===== src/rtl/spike_dispatcher_pkg.sv =====
// Shared definitions for the spike dispatcher and the spike-ID queue it drains.
package spike_dispatcher_pkg;

  localparam int SPIKE_ID_W = 8;

  typedef enum logic [1:0] {
    ST_IDLE = 2'd0,
    ST_POP  = 2'd1,
    ST_LOAD = 2'd2,
    ST_EMIT = 2'd3
  } disp_state_e;

endpackage


===== src/rtl/spike_dispatcher.sv =====
// Pops source-neuron IDs from the spike queue and expands each into FANOUT
// (src, dst) synapse requests over a valid/ready handshake.
//
// state | meaning
// IDLE  | waiting for enable_i & q_valid_i
// POP   | read strobe to the queue (one cycle)
// LOAD  | queue read data valid; capture source ID, clear dst counter
// EMIT  | presenting requests dst = 0 .. FANOUT-1
module spike_dispatcher
  import spike_dispatcher_pkg::*;
#(
  parameter int FANOUT = 16,
  parameter int DST_W  = $clog2(FANOUT),
  parameter int CNT_W  = 16
) (
  input  logic                  clk,
  input  logic                  rst_n,
  input  logic                  enable_i,
  input  logic                  q_valid_i,
  output logic                  q_read_o,
  input  logic [SPIKE_ID_W-1:0] q_data_i,
  output logic                  syn_valid_o,
  input  logic                  syn_ready_i,
  output logic [SPIKE_ID_W-1:0] syn_src_o,
  output logic [DST_W-1:0]      syn_dst_o,
  output logic                  syn_last_o,
  output logic                  busy_o,
  output logic [CNT_W-1:0]      spike_cnt_o
);

  disp_state_e           state_q, state_d;
  logic [SPIKE_ID_W-1:0] src_q, src_d;
  logic [DST_W-1:0]      dst_q, dst_d;
  logic [CNT_W-1:0]      cnt_q, cnt_d;
  logic                  last;

  assign last = (dst_q == DST_W'(FANOUT - 1));

  always_comb begin
    state_d = state_q;
    src_d   = src_q;
    dst_d   = dst_q;
    cnt_d   = cnt_q;
    case (state_q)
      ST_IDLE: if (enable_i && q_valid_i) state_d = ST_POP;
      ST_POP:  state_d = ST_LOAD;
      ST_LOAD: begin
        src_d   = q_data_i;
        dst_d   = '0;
        state_d = ST_EMIT;
      end
      ST_EMIT: begin
        if (syn_ready_i) begin
          if (last) begin
            cnt_d = cnt_q + 1'b1;
            // q_valid_i is only trusted here and in IDLE: the queue's
            // occupancy lags the read strobe by a cycle.
            state_d = (enable_i && q_valid_i) ? ST_POP : ST_IDLE;
          end else begin
            dst_d = dst_q + 1'b1;
          end
        end
      end
      default: state_d = ST_IDLE;
    endcase
  end

  always_ff @(posedge clk or negedge rst_n) begin
    if (!rst_n) begin
      state_q <= ST_IDLE;
      src_q   <= '0;
      dst_q   <= '0;
      cnt_q   <= '0;
    end else begin
      state_q <= state_d;
      src_q   <= src_d;
      dst_q   <= dst_d;
      cnt_q   <= cnt_d;
    end
  end

  // Every output is a decode of registered state; nothing passes through
  // from syn_ready_i or q_valid_i.
  assign q_read_o    = (state_q == ST_POP);
  assign syn_valid_o = (state_q == ST_EMIT);
  assign syn_src_o   = src_q;
  assign syn_dst_o   = dst_q;
  assign syn_last_o  = (state_q == ST_EMIT) && last;
  assign busy_o      = (state_q != ST_IDLE);
  assign spike_cnt_o = cnt_q;

endmodule


===== config.mk =====
export PLATFORM = sky130hd
export DESIGN_NAME = spike_dispatcher
export DESIGN_NICKNAME = d
export VERILOG_FILES = /design/src/rtl/spike_dispatcher_pkg.sv /design/src/rtl/spike_dispatcher.sv
export SDC_FILE = /design/constraint.sdc
export NUM_CORES = 1
export LEC_CHECK = 0
export CAP_MARGIN = 20
export CORE_UTILIZATION = 50
export CTS_CLUSTER_DIAMETER = 100
export DETAILED_ROUTE_END_ITERATION = 16
export GPL_ROUTABILITY_DRIVEN = 0
export PLACE_DENSITY_LB_ADDON = 0.3
export SKIP_CTS_REPAIR_TIMING = 1
export SKIP_LAST_GASP = 1
export SLEW_MARGIN = 20
export SYNTH_ARGS = -nofsm -noshare
export SYNTH_HDL_FRONTEND = slang
export SYNTH_SLANG_ARGS = --single-unit

===== constraint.sdc =====
create_clock -name clk -period 3.4 [get_ports clk]
set_clock_uncertainty 0.05 [all_clocks]
set_input_delay 0.68 -clock clk [delete_from_list [all_inputs] [get_ports clk]]
set_output_delay 0.68 -clock clk [all_outputs]
set_load 0.02 [all_outputs]

==> metrics.md <==
| Metric | Value |
|---|---|
| Critical path cell sequence | ha_1 > and4_4 > clkdlybuf4s50_1 |
| Clock power frac | 0.174 |
| H-tree Lvls | 2 |
| Worst Hold Margin | 431 ps |
| Die footprint | 3190 um^2 |
| Design Power | 1.27 mW |
| Synth-to-layout area growth | 35.1% |
| Post-DP HPWL | 2.19 mm |
| Vias in the first global route | 1109 |
| Antenna Cells | 0 |
| Pwr dens | 634 nW/um^2 |
| Period utilization | 0.815 |
| Final setup violation count | 0 |
| Combinational power share | 0.443 |
| Max-slew violation count | 0 |
| Peak per-stage delay on the critical path | 600 ps |
| Fill cell count | 198 |
| CP Launch Type | register |
| Register area | 751 um^2 |
| I/O pin cnt | 45 |
| DR vias | 1154 |
| Share of layout cells above drive strength 1 | 0.137 |
| Largest net degree at the start of global routing | 31 |
| Fin nets | 195 |
| First-pass GRT wire length | 5.05 mm |
| Synthesized flop and latch total | 30 |
| Kind of critical path | register to primary output |
| Worst Setup End Kind | primary output |
| Outcome | finished, final reports clean |
| Core area | 2780 um^2 |
| Final Hold Viols | 0 |
| P_leak | 0.892 nW |
| Die width | 56.5 um |
| Vias/cell | 5.60 |
| Grt total ovfl | 0 |
| Worst Path Max Fanout | 10 |
| Slew headroom | 0.724 |
| RSZ-0062 raised after global routing | false |
| Synth Net Count | 146 |
| Slew @ Worst Pin | 414 ps |
| Hold Startpoint | spike_cnt_o[15]$_DFFE_PN0P_ |
| CTS buffer count | 5 |
| R2R depth | 5 |
| Row count | 19 |
| Clock Latency Late Sink | 330 ps |
| Gr usage total | 0.206 |
| Sequential Power Share | 0.384 |
| HP Class | register to register |
| Max-Cap Viols | 0 |
| Area of the multi-input gates | 696 um^2 |
| Most frequent cells in the layout | 44 x clkdlybuf4s50_1, 30 x dfrtp_1, 14 x nand2_1 |
| Starting Density | 0.534 |
| Worst VDD drop | 509 uV |
| Post-synthesis sequential area ratio | 0.506 |
| Switching power | 0.459 mW |
| Clock slew at reported path FFs | 100 ps |
| WP data arrival | 2040 ps |
| Post-route ant nets | 0 |
| Slowest-stage cell, CP | clkdlybuf4s50_1 |
| Final wirelength | 2.99 mm |
| Initial antenna violation count | 0 |
| Netlist cell types | 31 |
| Post-synthesis instance total | 125 |
| Hold path depth | 1 |
| Int Power | 0.812 mW |
| Mapped cell area | 1480 um^2 |
| CTS Sinks | 30 |
| Net Sw Frac | 0.361 |
| CP required | 2670 ps |
| Commonest non-fill, non-tap cell in the layout | clkdlybuf4s50_1 |
| CTS tree | built |
| Setup_tns | 0 ps |
| Syn Area/Cell | 11.9 um^2 |
| Clk root buf | clkbuf_4 |
| Clock buffer depth | 2 |
| Yosys warns | 0 |
| Period minus WS final | 2770 ps |
| Height of the die | 56.5 um |
| Post-route DRC | 0 |
| DR WL/cell | 14.5 um |
| Critical R2R Launch | state_q[1]$_DFFE_PN0P_ |
| Port Buffers | 44 |
| DRT iter0 DRCs | 33 |
| Max Clk Rate | 0.361 GHz |
| Drt first pass iters | 4 |
| CP Launch Point | state_q[1]$_DFFE_PN0P_ |
==> metrics by stage <==
step / worst slack [ps] / cells / utilization / cell area (um^2)
after CTS: 612 / 206 / 0.721 / 2000
final: 629 / 206 / 0.721 / 2000
after detailed placement: 985 / 198 / 0.699 / 1940
after global routing: 529 / 206 / 0.721 / 2000
after global placement: 1050 / 198 / 0.699 / 1940
after floorplan: 1520 / 125 / - / 1480
==> per-layer routing <==
layer | part of all wire | GRT usage | vias up
met5 | 0 | 0 | -
met4 | 0.018 | 0.0941 | 0
met3 | 0.057 | 0.0530 | 7
met2 | 0.50 | 0.339 | 37
met1 | 0.43 | 0.253 | 567
li1 | - | - | 543
==> area by class of cell <==
cell class | instances | area share
Clock buffer | 7 | 0.0275
Clock inverter | 1 | 0.00250
Inverter | 3 | 0.00562
Multi-Input combinational cell | 89 | 0.347
Sequential cell | 30 | 0.375
Tap cell | 31 | 0.0194
Timing Repair Buffer | 45 | 0.223
==> kinds of logic after synthesis <==
| kind of cell | count (synthesis) | synth area share |
|---|---|---|
| simple gates | 44 | 0.177 |
| flops | 30 | 0.506 |
| xor+xnor | 15 | 0.0936 |
| compound gates | 13 | 0.0624 |
| mux | 9 | 0.0683 |
| fa+ha+maj | 8 | 0.0675 |
| buf+inv | 6 | 0.0253 |
==> critical path, delay by kind of cell, from the launching register on <==
kind	cells	cell delay, ps
buf+inv	1	600
flops	1	420
fa+ha+maj	1	390
simple gates	1	300
==> final timing paths <==
kind | to | slack [ps]
max in group asynchronous | state_q[0]$_DFFE_PN0P_ | 2350
setup reg to reg | spike_cnt_o[10]$_DFFE_PN0P_ | 1450
min in group asynchronous | spike_cnt_o[6]$_DFFE_PN0P_ | 670
hold reg to reg | spike_cnt_o[15]$_DFFE_PN0P_ | 430
hold / removal | spike_cnt_o[15]$_DFFE_PN0P_ | 430
setup / recovery | syn_last_o | 630
==> Yosys cell counts <==
library cell / instances / area, um^2
a21oi_1: 3 / 15.0
a221oi_2: 1 / 15.0
a22o_1: 2 / 17.5
a22oi_1: 1 / 7.51
a311oi_1: 1 / 8.76
and3_1: 2 / 12.5
and3_2: 1 / 7.51
and4_1: 2 / 17.5
and4_4: 1 / 11.3
buf_6: 2 / 22.5
clkbuf_1: 1 / 3.75
dfrtp_1: 30 / 751
ha_1: 8 / 100
inv_1: 3 / 11.3
mux2_2: 9 / 101
nand2_1: 14 / 52.6
nand2b_1: 1 / 6.26
nand3_1: 8 / 40.0
nand3_2: 1 / 10.0
nand4_1: 5 / 31.3
nand4_4: 1 / 21.3
nor2_1: 3 / 11.3
nor2b_1: 1 / 6.26
nor3_1: 2 / 10.0
nor3_4: 1 / 16.3
nor4b_1: 1 / 8.76
o21ai_0: 4 / 20.0
o32ai_1: 1 / 8.76
xnor2_1: 12 / 105
xnor2_2: 1 / 16.3
xor2_1: 2 / 17.5
==> flip-flops by register name (all words and copies together), names as in the netlist <==
register / flops
state_q: 2
syn_dst_o: 4
spike_cnt_o: 16
syn_src_o: 8
==> power groups by stage <==
stage / Sequential, mW / Clock, mW / Combinational, mW
floorplan: 0.560 / 0 / 0.276
global placement: 0.487 / 0 / 0.554
detailed placement: 0.496 / 0 / 0.564
CTS: 0.489 / 0.227 / 0.569
global route: 0.499 / 0.240 / 0.607
finish: 0.488 / 0.221 / 0.562
(Power assumes the default switching activity.)
